File: config.mk
export PLATFORM = sky130hd
export DESIGN_NAME = step_counter_param_flat
export DESIGN_NICKNAME = d
export VERILOG_FILES = /design/src/rtl/step_counter_param_if.sv /design/src/rtl/step_counter_param.sv /design/src/flat_wrapper.sv
export SDC_FILE = /design/constraint.sdc
export NUM_CORES = 1
export LEC_CHECK = 0
export CAP_MARGIN = 25
export CORE_MARGIN = 3
export CORE_UTILIZATION = 50
export DETAILED_ROUTE_END_ITERATION = 16
export MAX_ROUTING_LAYER = met4
export PLACE_DENSITY = 0.8
export SLEW_MARGIN = 30
export SYNTH_ARGS = -nofsm -noshare
export SYNTH_HDL_FRONTEND = slang
export SYNTH_SLANG_ARGS = --single-unit
File: constraint.sdc
create_clock -name clk -period 3.2 [get_ports clk]
set_input_delay 0.32 -clock clk [delete_from_list [all_inputs] [get_ports clk]]
set_output_delay 0.32 -clock clk [all_outputs]
set_load 0.03 [all_outputs]
File: src/rtl/step_counter_param_if.sv
// Control/status bundle for step_counter_param.
// The master side drives the count controls. The slave side (the counter)
// returns the count, the terminal-count pulse and the sticky overflow flag.
interface step_counter_param_if #(
  parameter int unsigned WIDTH = 8
);
  logic             enable;
  logic             load;
  logic [WIDTH-1:0] d;
  logic             dir;
  logic             sat;
  logic [WIDTH-1:0] limit;
  logic             clear_ovf;
  logic [WIDTH-1:0] q;
  logic             tc;
  logic             ovf;

  modport master (
    output enable, load, d, dir, sat, limit, clear_ovf,
    input  q, tc, ovf
  );

  modport slave (
    input  enable, load, d, dir, sat, limit, clear_ovf,
    output q, tc, ovf
  );
endinterface

File: src/rtl/step_counter_param.sv
// step_counter_param: parametrised up/down step counter.
// - Counts in the range [0, limit].
// - Supports parallel load, with the loaded value clamped to limit.
// - Wraps or saturates at either bound.
// - Raises a one-cycle terminal-count pulse on each crossing step.
// - Keeps a sticky overflow flag that is set by wrap events.
// Optional feature: define COUNTER_PRESCALE_EN to take one step every
// PRESCALE enabled cycles.
module step_counter_param #(
  parameter int unsigned WIDTH    = 8,
  parameter int unsigned STEP     = 2,
  parameter int unsigned PRESCALE = 4
) (
  input logic                 clk,
  input logic                 reset,
  step_counter_param_if.slave bus
);

  localparam int unsigned SW = WIDTH + 1;
  localparam logic [SW-1:0]    STEP_X = SW'(STEP);
  localparam logic [WIDTH-1:0] STEP_Q = WIDTH'(STEP);

  logic [WIDTH-1:0] q_r, q_n;
  logic             tc_r, tc_n;
  logic             ovf_r, ovf_n;
  logic             wrap;
  logic             step_go;
  logic [SW-1:0]    sum;
  logic [SW-1:0]    lim_x;
  logic [SW-1:0]    q_x;

`ifdef COUNTER_PRESCALE_EN
  localparam int unsigned PW = $clog2(PRESCALE) + 1;
  localparam logic [PW-1:0] PS_LAST = PW'(PRESCALE - 1);

  logic [PW-1:0] ps_r, ps_n;
  logic          ps_hit;

  // Prescaler: counts enabled cycles; a load or a terminal hit restarts it.
  always_comb begin
    ps_n   = ps_r;
    ps_hit = (ps_r == PS_LAST);
    if (bus.load) begin
      ps_n = '0;
    end else if (bus.enable) begin
      ps_n = ps_hit ? '0 : ps_r + PW'(1);
    end
  end

  // Prescaler register.
  always_ff @(posedge clk or posedge reset) begin
    if (reset) begin
      ps_r <= '0;
    end else begin
      ps_r <= ps_n;
    end
  end

  assign step_go = bus.enable & ps_hit;
`else
  logic unused_prescale;
  assign unused_prescale = |PRESCALE;
  assign step_go         = bus.enable;
`endif

  assign q_x   = {1'b0, q_r};
  assign lim_x = {1'b0, bus.limit};
  // The sum carries one extra bit so that a crossing at the top of the range is never lost.
  assign sum   = q_x + STEP_X;

  // Next count, terminal-count pulse and wrap detection.
  always_comb begin
    q_n  = q_r;
    tc_n = 1'b0;
    wrap = 1'b0;
    if (bus.load) begin
      q_n = (bus.d <= bus.limit) ? bus.d : bus.limit;
    end else if (step_go) begin
      if (bus.dir) begin
        if (sum <= lim_x) begin
          q_n = sum[WIDTH-1:0];
        end else begin
          tc_n = 1'b1;
          if (bus.sat) begin
            q_n = bus.limit;
          end else begin
            q_n  = '0;
            wrap = 1'b1;
          end
        end
      end else begin
        if (q_x >= STEP_X) begin
          q_n = q_r - STEP_Q;
        end else begin
          tc_n = 1'b1;
          if (bus.sat) begin
            q_n = '0;
          end else begin
            q_n  = bus.limit;
            wrap = 1'b1;
          end
        end
      end
    end
  end

  // Sticky overflow: a wrap in the same cycle as a clear takes priority.
  assign ovf_n = wrap | (ovf_r & ~bus.clear_ovf);

  // Output registers.
  always_ff @(posedge clk or posedge reset) begin
    if (reset) begin
      q_r   <= '0;
      tc_r  <= 1'b0;
      ovf_r <= 1'b0;
    end else begin
      q_r   <= q_n;
      tc_r  <= tc_n;
      ovf_r <= ovf_n;
    end
  end

  assign bus.q   = q_r;
  assign bus.tc  = tc_r;
  assign bus.ovf = ovf_r;

endmodule

File: src/flat_wrapper.sv
// flat-port wrapper written by rule: the top's interface ports become plain ports
module step_counter_param_flat 
#(
  parameter int unsigned WIDTH    = 8,
  parameter int unsigned STEP     = 2,
  parameter int unsigned PRESCALE = 4
)
  (clk, reset, bus_enable, bus_load, bus_d, bus_dir, bus_sat, bus_limit, bus_clear_ovf, bus_q, bus_tc, bus_ovf);
  step_counter_param_if #(.WIDTH(WIDTH)) bus_i ();
  input logic clk;
  input logic reset;
  input wire logic [$bits(bus_i.enable)-1:0] bus_enable;
  input wire logic [$bits(bus_i.load)-1:0] bus_load;
  input wire logic [$bits(bus_i.d)-1:0] bus_d;
  input wire logic [$bits(bus_i.dir)-1:0] bus_dir;
  input wire logic [$bits(bus_i.sat)-1:0] bus_sat;
  input wire logic [$bits(bus_i.limit)-1:0] bus_limit;
  input wire logic [$bits(bus_i.clear_ovf)-1:0] bus_clear_ovf;
  output wire logic [$bits(bus_i.q)-1:0] bus_q;
  output wire logic [$bits(bus_i.tc)-1:0] bus_tc;
  output wire logic [$bits(bus_i.ovf)-1:0] bus_ovf;
  assign bus_i.enable = bus_enable;
  assign bus_i.load = bus_load;
  assign bus_i.d = bus_d;
  assign bus_i.dir = bus_dir;
  assign bus_i.sat = bus_sat;
  assign bus_i.limit = bus_limit;
  assign bus_i.clear_ovf = bus_clear_ovf;
  assign bus_q = bus_i.q;
  assign bus_tc = bus_i.tc;
  assign bus_ovf = bus_i.ovf;
  step_counter_param #(.WIDTH(WIDTH), .STEP(STEP), .PRESCALE(PRESCALE)) u_core (.clk(clk), .reset(reset), .bus(bus_i));
endmodule
## After elaboration in Yosys (flattened, before gate mapping)

Cells that the tools add are included.

- Register bits: 10
- Bits in latches: 0
- RAM bits: 0
- Memory bits (read-only): 0
- Input port bits: 23
- Word-level logic and storage cells: 31
- Memories: 0

- Add/subtract/negate cells: 2
- $mul: 0
- Div/mod/pow operators: 0
- $lt $le $gt $ge: 3
- Equal/unequal tests: 0
- Shifts and indexed selects: 0
- Mux-type cells: 19
- Bitwise operators: 3
- Reduce and logical (&&, ||, !) cells: 1

Operator list:

| kind | number |
|---|---|
| 8-bit 2-to-1 mux | 8 |
| 1-bit 2-to-1 mux | 11 |
| 8-bit by 2-bit adder with 9-bit output (second input constant) | 1 |
| 9-bit by 8-bit <= comparator with 1-bit output | 1 |
| 8-bit by 2-bit greater-or-equal comparator with 1-bit output (second input constant) | 1 |
| 8-bit <= comparator | 1 |
| 8-bit by 2-bit subtractor with 8-bit output (second input constant) | 1 |
| 2-bit nonzero test | 1 |
| 1-bit bitwise AND | 1 |
| 1-bit inverter | 1 |
| 1-bit bitwise OR | 1 |

## Logic depth before layout (Yosys ltp)

Gate-level depths: netlist of run 1.

- Depth after elaboration: 7
- Gate-level depth with buffers: 11
- Gate-level depth less buffers: 10

## Worst setup path after synthesis of run 1

OpenSTA, ideal clock, no wires.

- Path kind: reg-to-reg
- Start: register u_core.q_r[3], in the netlist u_core.bus.q[3]
- End: register u_core.q_r[0], in the netlist u_core.bus.q[0]
- Data arrival time: 2.610 ns
- Setup slack: 0.503 ns
- Stages on the path, launching flop included: 12
- Cells stage by stage: dfrtp_1 > buf_2 > and3_1 > nand3_1 > xnor2_1 > ha_1 > a21o_1 > a21oi_1 > o22ai_1 > or2_2 > a311o_1 > o211ai_1

- Cells in the longest elaborated chain, start to end: 6
- Elaborated cells between the ends (all ways): 8

RTL lines:

| element | line | source |
|---|---|---|
| from (decl) | step_counter_param.sv:23 | `logic [WIDTH-1:0] q_r, q_n;` |
| from (signal assigned) | step_counter_param.sv:117 | `q_r <= q_n;` |
| 8-bit by 2-bit adder with 9-bit output | step_counter_param.sv:69 | `assign sum = q_x + STEP_X;` |
| 9-bit by 8-bit <= comparator with 1-bit output | step_counter_param.sv:80 | `if (sum <= lim_x) begin` |
| 8-bit 2-to-1 mux | step_counter_param.sv:80 |  |
| 8-bit 2-to-1 mux * | step_counter_param.sv:79 | `if (bus.dir) begin` |
| 8-bit 2-to-1 mux * | step_counter_param.sv:78 | `end else if (step_go) begin` |
| 8-bit 2-to-1 mux * | step_counter_param.sv:76 | `if (bus.load) begin` |

Mark *: on every way between the ends. The rest lies on a longest branch, timed or not. The select of a mux whose other input is x is not followed.
A chain may end at the register's enable or synchronous reset.

## Final worst setup path of run 1

- Start: register u_core.q_r[1], in the netlist u_core.bus.q[1]
- End: register u_core.q_r[2], in the netlist u_core.bus.q[2]

The elaborated chain is that of the path after synthesis.

==> results of run 1 <==
[through the flow]
| stage | util | power (mW) | setup WS [ns] | hold slack, ns |
|---|---|---|---|---|
| after global routing | 0.702 | 0.785 | 0.108 | 0.375 |
| final | 0.702 | 0.739 | 0.294 | 0.325 |
| after CTS | 0.702 | 0.731 | 0.318 | 0.347 |
| after floorplan | - | 0.466 | 0.503 | 0.160 |
| after global placement | 0.688 | 0.596 | 0.447 | 0.521 |
| after detailed placement | 0.688 | 0.608 | 0.334 | 0.524 |
[per-layer routing]
| layer | up-vias | GRT usage | wire length [um] |
|---|---|---|---|
| met5 | - | - | 0 |
| met4 | 0 | 0.0949 | 64 |
| met3 | 7 | 0.0108 | 338 |
| met2 | 87 | 0.381 | 1900 |
| met1 | 709 | 0.342 | 1810 |
| li1 | 739 | - | - |
[power groups by stage]
| stage | combinational [mW] | sequential [mW] | clock, mW |
|---|---|---|---|
| CTS | 0.425 | 0.183 | 0.123 |
| finish | 0.430 | 0.185 | 0.125 |
| detailed placement | 0.422 | 0.186 | 0 |
| floorplan | 0.255 | 0.211 | 0 |
| global placement | 0.413 | 0.184 | 0 |
| global route | 0.468 | 0.189 | 0.129 |
[how the worst max path moves through the flow]
stage	startpoint	to	slack (ns)
floorplan	u_core.bus.q[3]$_DFFE_PP0P_	u_core.bus.q[0]$_DFFE_PP0P_	0.50
global placement	bus_limit[7]	u_core.bus.q[5]$_DFFE_PP0P_	0.45
detailed placement	u_core.bus.q[1]$_DFFE_PP0P_	u_core.bus.q[2]$_DFFE_PP0P_	0.33
CTS	u_core.bus.q[1]$_DFFE_PP0P_	u_core.bus.q[2]$_DFFE_PP0P_	0.32
global route	u_core.bus.q[1]$_DFFE_PP0P_	u_core.bus.q[6]$_DFFE_PP0P_	0.11
finish	u_core.bus.q[1]$_DFFE_PP0P_	u_core.bus.q[2]$_DFFE_PP0P_	0.29
[state kept, by name, summed over array words and instances (netlist names)]
name	cells
u_core.bus.q	8
u_core.bus.tc	1
u_core.bus.ovf	1
[cells in the final DEF, fill, tap and decap left out, types with 4 or more instances in the layout]
cell type and count:
clkdlybuf4s50_1 32, ha_1 18, inv_1 16, nor2_1 12, a21oi_1 11, dfrtp_1 10
nand3_1 9, nor3_1 9, nand2_1 8, mux2i_1 7, a211oi_1 6, nand4_1 5
xnor2_1 5, o21ai_0 5, buf_4 5, nand2b_1 4
[cell type report]
type	instances	area, um2
Clock buffer	4	36.3
Fill cell	227	778
Inverter	16	60.1
Multi-Input combinational cell	145	1090
Sequential cell	10	250
Tap cell	30	37.5
Timing Repair Buffer	37	358
[cells by family (layout without fill, tap and decap cells)]
| logic type | Yosys count | in the layout | synth area share |
|---|---|---|---|
| DFF | 10 | 10 | 0.173 |
| muxes | 10 | 10 | 0.0716 |
| buffers and inverters | 25 | 57 | 0.0742 |
| xor gates and xnor gates | 7 | 7 | 0.0423 |
| and+or+nand+nor | 61 | 61 | 0.248 |
| AOI/OAI and AO/OA | 49 | 49 | 0.236 |
| adders and majority gates | 18 | 18 | 0.155 |
==> results_dict.tcl, run 1 <==
set metrics [dict create \
    outcome "completed" \
    clockPowerShare 0.168 \
    num_vias 1542 \
    critical_path_depth 9 \
    cts_tree "yes" \
    async_reset_ff_frac 1.00 \
    cts_max_level 1 \
    crit_path_top_delay_cell "dfrtp_1" \
    cts_hold_buf 0 \
    worstReg2RegStart "u_core.bus.q[1]$_DFFE_PP0P_" \
    stdcell_area_um2 1830 \
    ys_types 48 \
    cp-end-kind "flop" \
    crit_family "compound AO/OA/AOI/OAI gates" \
    worst_ep_arrival_time_ns 3.09 \
    crit_buf_inv 1 \
    rsz0062_at_grt "no" \
    setup_viol 0 \
    fmax_ghz 0.344 \
    avgSynthCellArea_um2 8.06 \
    final.setup.tns_ns 0 \
    rows 18 \
    die_w_um 59.9 \
    critical_path.cell_chain "inv_1 > ha_1 > ha_1 > nand3_1 > o21bai_1 > a211oi_1 > o211a_1 > a221oi_1 > a211oi_1" \
    slew_violations 0 \
    cts.sink_count 10 \
    synthesis.area_um2 1450 \
    syn-num-nets 221 \
    grt_pass1_wl_um 6580 \
    r2r-end "u_core.bus.q[2]$_DFFE_PP0P_" \
    synth.area.top_cells "dfrtp_1 (17%), ha_1 (16%), mux2i_1 (4.8%)" \
    synthTopCellsByCount "ha_1 (18), inv_1 (16), nor2_1 (12)" \
    combPwrFrac 0.582 \
    drtIter0Drc 121 \
    pwr-share-seq 0.250 \
    synth-edff-count 0 \
    yosysTopAreaCell "dfrtp_1" \
    start_util 0.555 \
    dpl.cell_count 238 \
    seq_area_frac_synth 0.173 \
    grt_pass1_vias 1388 \
    p_sw_mw 0.334 \
    ant_nets 0 \
    cts_root_buf "clkbuf_4" \
    diodes 0 \
    clk_latency_ns 0.28 \
    cts_setup_buffers 0 \
    area_growth_pct 26.5 \
    cts_resized 0 \
    tightestPinTransition_ns 0.599 \
    p_int_mw 0.406 \
    die-area_um2 3580 \
    worstPathRequired_ns 3.38 \
    hold_path.class "in -> async" \
    drive_gt1_frac 0.0896 \
    r2r.worst_path.cells 9 \
    sw_frac_of_total 0.451 \
    nets 254 \
    post-route-drc-count 0 \
    grt-ovfl-total 0 \
    yosysMostFrequentCell "ha_1" \
    routed_wl_um 4120 \
    final-instance-count-excl-fill 242 \
    crit_type "reg -> reg" \
    core_um2 2610 \
    period_share 0.908 \
    dp_hpwl_um 3200 \
    clk_pin_slew_ns 0.08 \
    rrSetupSlack_ns 0.29 \
    grt_max_degree 18 \
    cts_buffer_depth 2 \
    place_congestion 1.01 \
    fin_skew_ns 0.00243 \
    cts_buffers 3 \
    antenna_found_initial 0 \
    yosysWarningCount 0 \
    syn_inst 180 \
    synthFlopType "dfrtp_1" \
    period_needed_ns 2.91 \
    max_stage_delay_ns 0.54 \
    p_leak_nw 0.833 \
    synth_seq_cells 10 \
    die_y_um 59.9 \
    wl_per_cell_um 17.0 \
    critPathLaunchType "flop" \
    peakVddDrop_mv 0.306 \
    first_pass_iters 6 \
    place_area_um2 1800 \
    hold_violations 0 \
    crit_path_max_fanout 10 \
    cap_violations 0 \
    slew_headroom 0.599 \
    grtUsageTotal 0.248 \
    synth_top_area_frac 0.173 \
    via_per_inst 6.37 \
    p_per_area_nw_per_um2 403 \
    io_buffers 32 \
    ios 33 \
]
Power figures use the tool's default switching activity.
==> run 2, diff against run 1 <==
Settings changed: RECOVER_POWER set to 50.
==> run 2 against run 1 <==
  * Flip-flop and latch count is the same
  * Worst hold slack better by 0.14 ns
  * Critical endpoint unchanged
  * Via count down 0.78%
  * Sequential power about the same
  * Total power decreased by 0.40%
  * Largest cell class unchanged
==> results_dict.tcl, run 2 (synthesized netlist as in run 1, its figures left out) <==
set metrics [dict create \
    worst_ep_arrival_time_ns 3.10 \
    critical_path.cell_chain "inv_1 > ha_1 > ha_1 > nand3_1 > o21bai_1 > a211oi_1 > o211a_1 > a221oi_1 > a211oi_1" \
    die_y_um 59.9 \
    final_core_util 0.702 \
    cts_buffer_depth 2 \
    grtUsageTotal 0.248 \
    cts_buffers 3 \
    cts_max_level 1 \
    core_um2 2610 \
    drive_gt1_frac 0.0896 \
    tightestPinTransition_ns 0.625 \
    period_share 0.910 \
    p_leak_nw 0.842 \
    place_congestion 1.01 \
    first_pass_iters 5 \
    via_per_inst 6.32 \
    period_needed_ns 2.91 \
    routed_wl_um 4130 \
    final_cell_mix "clkdlybuf4s50_1 (26), ha_1 (18), inv_1 (16)" \
    grt_pass1_vias 1388 \
    whs_ns 0.462 \
    ant_nets 0 \
    crit_type "reg -> reg" \
    worstReg2RegStart "u_core.bus.q[1]$_DFFE_PP0P_" \
    hold_violations 0 \
    cts.sink_count 10 \
    drtIter0Drc 121 \
    clk_pin_slew_ns 0.08 \
    io_buffers 32 \
    max_stage_delay_ns 0.54 \
    final_common_cell "clkdlybuf4s50_1" \
    crit_path_top_delay_cell "dfrtp_1" \
    nets 254 \
    area_growth_pct 26.5 \
    rows 18 \
    die-area_um2 3580 \
    cap_violations 0 \
    diodes 0 \
    rsz0062_at_grt "no" \
    p_per_area_nw_per_um2 402 \
    grt_max_degree 18 \
    ios 33 \
    post-route-drc-count 0 \
    die_w_um 59.9 \
    dp_hpwl_um 3200 \
    grt-ovfl-total 0 \
    antenna_found_initial 0 \
    cts_hold_buf 0 \
    clk_latency_ns 0.28 \
    hold_path.class "in -> async" \
    crit_path_max_fanout 10 \
    outcome "completed" \
    fillers 227 \
    peakVddDrop_mv 0.300 \
    cts_root_buf "clkbuf_4" \
    setup_viol 0 \
    fin_skew_ns 0.00208 \
    grt_pass1_wl_um 6580 \
    worstPathRequired_ns 3.38 \
    final.setup.tns_ns 0 \
    fmax_ghz 0.344 \
    critPathLaunchType "flop" \
    start_util 0.555 \
    num_vias 1530 \
    wl_per_cell_um 17.1 \
    cp-end-kind "flop" \
    cts_resized 0 \
    cts_tree "yes" \
    slew_headroom 0.582 \
    slew_violations 0 \
    crit_start "u_core.bus.q[1]$_DFFE_PP0P_" \
    largest_reg_flops 8 \
    cts_setup_buffers 0 \
]
run 2: cell count changes in the layout (fill, tap and decap cells not counted), sizes merged:
cell	previous run	this run
dlygate4sd3	0	6
clkdlybuf4s50	32	26
run 2: area by class of cell:
class / count / area [um2] / share of cell area
Inverter: 16 / 60.1 / 0.0327
Timing Repair Buffer: 37 / 358 / 0.195
Sequential cell: 10 / 250 / 0.136
Clock buffer: 4 / 36.3 / 0.0198
Multi-Input combinational cell: 145 / 1090 / 0.595
Tap cell: 30 / 37.5 / 0.0205
run 2: critical path, delay by kind of cell (launching register included):
kind            cells  cell delay, ns
compound gates      5            1.34
fa+ha+maj           2            0.66
flops               1            0.54
buf+inv             1            0.17
simple gates        1            0.10
run 2: final timing paths:
check,end,slack (ns),cells past startpoint
worst min register to register,u_core.bus.ovf$_DFF_PP0_,0.53,2
worst min-delay path,u_core.bus.q[4]$_DFFE_PP0P_,0.46,2
worst max-delay path,u_core.bus.q[2]$_DFFE_PP0P_,0.29,9
max in group asynchronous,u_core.bus.q[2]$_DFFE_PP0P_,2.44,2
min in group clk,u_core.bus.ovf$_DFF_PP0_,0.53,2
worst max register to register,u_core.bus.q[2]$_DFFE_PP0P_,0.29,9
run 2: stage by stage:
step	std cells	cell area (um2)	power, mW	setup WS [ns]
3_5_place_dp	238	1800	0.608	0.334
2_1_floorplan	180	1450	0.466	0.503
3_3_place_gp	238	1800	0.596	0.447
4_1_cts	242	1830	0.731	0.318
6_report	242	1830	0.736	0.289
5_1_grt	242	1830	0.782	0.108
run 2: power by group:
part	switching, mW	internal, mW
Clock	0.0556	0.0693
Sequential	0.0383	0.146
Combinational	0.240	0.187
Total	0.334	0.402
run 2: metal layers:
metal / vias up / part of all wire / GRT usage
li1: 739 / - / -
met1: 700 / 0.44 / 0.342
met2: 86 / 0.46 / 0.381
met3: 5 / 0.083 / 0.0108
met4: 0 / 0.013 / 0.0949
met5: - / 0 / -
==> run 3, diff against run 2 <==
Clock period 3.2 ns to 3.7 ns, I/O delays scaled along.
==> run 3 against run 2 <==
  * Count of clock-buffer cells in the layout down 1
  * Critical path type unchanged
  * Critical path depth rose by 1
  * Critical endpoint is now u_core.bus.q[6]$_DFFE_PP0P_
  * Routed wire length shrank 4.1%
  * Setup slack better by 0.43 ns
  * Register-to-register slack better by 0.43 ns
  * Via count down 1.1%
  * First-iteration DRC count fell by 17%
==> results_dict.tcl, run 3 (synthesized netlist as in run 1, its figures left out) <==
set metrics [dict create \
    via_per_inst 6.38 \
    period_share 0.805 \
    dp_hpwl_um 3160 \
    critPathLaunchType "flop" \
    pwr-share-seq 0.285 \
    grt_max_degree 18 \
    cts_max_level 1 \
    cts_hold_buf 0 \
    place_congestion 0.969 \
    cts_setup_buffers 0 \
    combPwrFrac 0.580 \
    wl_per_cell_um 16.7 \
    die_w_um 59.9 \
    period_needed_ns 2.98 \
    peakVddDrop_mv 0.229 \
    largest_reg_flops 8 \
    grt-ovfl-total 0 \
    grt_pass1_vias 1473 \
    cap_violations 0 \
    worstPathRequired_ns 3.89 \
    outcome "completed" \
    rsz0062_at_grt "no" \
    clk_pin_slew_ns 0.08 \
    ios 33 \
    diodes 0 \
    crit_type "reg -> reg" \
    final_core_util 0.685 \
    multi_input_area_um2 1090 \
    final_common_cell "clkdlybuf4s50_1" \
    seq_area_um2 250 \
    fmax_ghz 0.336 \
    tightestPinTransition_ns 0.613 \
    routed_wl_um 3970 \
    cts_resized 0 \
    setup_viol 0 \
    start_util 0.555 \
    p_int_mw 0.318 \
    cts.sink_count 10 \
    p_sw_mw 0.278 \
    p_leak_nw 0.814 \
    slew_violations 0 \
    rows 18 \
    drtIter0Drc 100 \
    cts_root_buf "clkbuf_4" \
    sw_frac_of_total 0.466 \
    grt_pass1_wl_um 6710 \
    p_per_area_nw_per_um2 333 \
    area_growth_pct 23.5 \
    clk_latency_ns 0.28 \
    crit_path_max_fanout 12 \
    cts_buffers 3 \
    hold_path.class "in -> async" \
    final_cell_mix "clkdlybuf4s50_1 (26), ha_1 (18), inv_1 (16)" \
    ant_nets 0 \
    slew_headroom 0.588 \
    worst_ep_arrival_time_ns 3.16 \
    antenna_found_initial 0 \
    cp-end-kind "flop" \
    die_y_um 59.9 \
    io_buffers 32 \
    post-route-drc-count 0 \
    hold_violations 0 \
    cts_tree "yes" \
    first_pass_iters 4 \
    clockPowerShare 0.135 \
    core_um2 2610 \
    num_vias 1513 \
    die-area_um2 3580 \
    grtUsageTotal 0.249 \
    drive_gt1_frac 0.0676 \
    fillers 211 \
    cts_buffer_depth 2 \
    final.setup.tns_ns 0 \
    nets 250 \
    fin_skew_ns 0.00954 \
]
run 3: cell types whose count changed in the layout (fill, tap and decap cells not counted), sizes merged:
cell,delta
clkbuf,-1
buf,-4
run 3: final timing paths:
check / from / endpoint / slack [ns] / cells after the start
worst max-delay path: u_core.bus.q[3]$_DFFE_PP0P_ / u_core.bus.q[6]$_DFFE_PP0P_ / 0.72 / 10
max in group asynchronous: reset / u_core.bus.q[0]$_DFFE_PP0P_ / 2.87 / 2
min in group clk: u_core.bus.ovf$_DFF_PP0_ / u_core.bus.ovf$_DFF_PP0_ / 0.55 / 2
worst max register to register: u_core.bus.q[3]$_DFFE_PP0P_ / u_core.bus.q[6]$_DFFE_PP0P_ / 0.72 / 10
worst min register to register: u_core.bus.ovf$_DFF_PP0_ / u_core.bus.ovf$_DFF_PP0_ / 0.55 / 2
worst min-delay path: reset / u_core.bus.q[4]$_DFFE_PP0P_ / 0.52 / 2
run 3: area by class of cell:
| class | count | share of cell area |
|---|---|---|
| repair buffers | 33 | 0.183 |
| clock buffers | 3 | 0.0126 |
| inverters | 16 | 0.0335 |
| well taps | 30 | 0.0210 |
| multi-input cells | 145 | 0.610 |
| flip-flops and latches | 10 | 0.140 |
run 3: routing by layer:
layer	routed length, um	global-route usage
met5	0	-
met2	1820	0.384
met3	458	0.0410
met4	61	0.0823
met1	1620	0.329
run 3: stage by stage:
stage	total power, mW	std cells	hold WS [ns]	setup slack (ns)	area, um2
after global placement	0.508	234	0.529	0.886	1770
after floorplan	0.403	180	0.210	1.00	1450
after CTS	0.596	237	0.397	0.749	1790
after global routing	0.638	237	0.553	0.557	1790
final	0.596	237	0.521	0.723	1790
after detailed placement	0.517	234	0.548	0.779	1770
run 3: critical path: stages, from the launching register on:
cell      delay (ns)
dfrtp_1         0.57
and3_1          0.27
nand3_1         0.10
xnor2_1         0.25
ha_1            0.29
a21o_1          0.16
a21oi_1         0.15
o22ai_1         0.15
nor3_1          0.50
a221oi_1        0.19
a211oi_1        0.26
run 3: power by group through the flow:
stage	Sequential, mW	Combinational [mW]	Clock [mW]
floorplan	0.182	0.221	0
global placement	0.169	0.339	0
detailed placement	0.172	0.345	0
CTS	0.170	0.347	0.0793
global route	0.174	0.380	0.0838
finish	0.170	0.346	0.0802
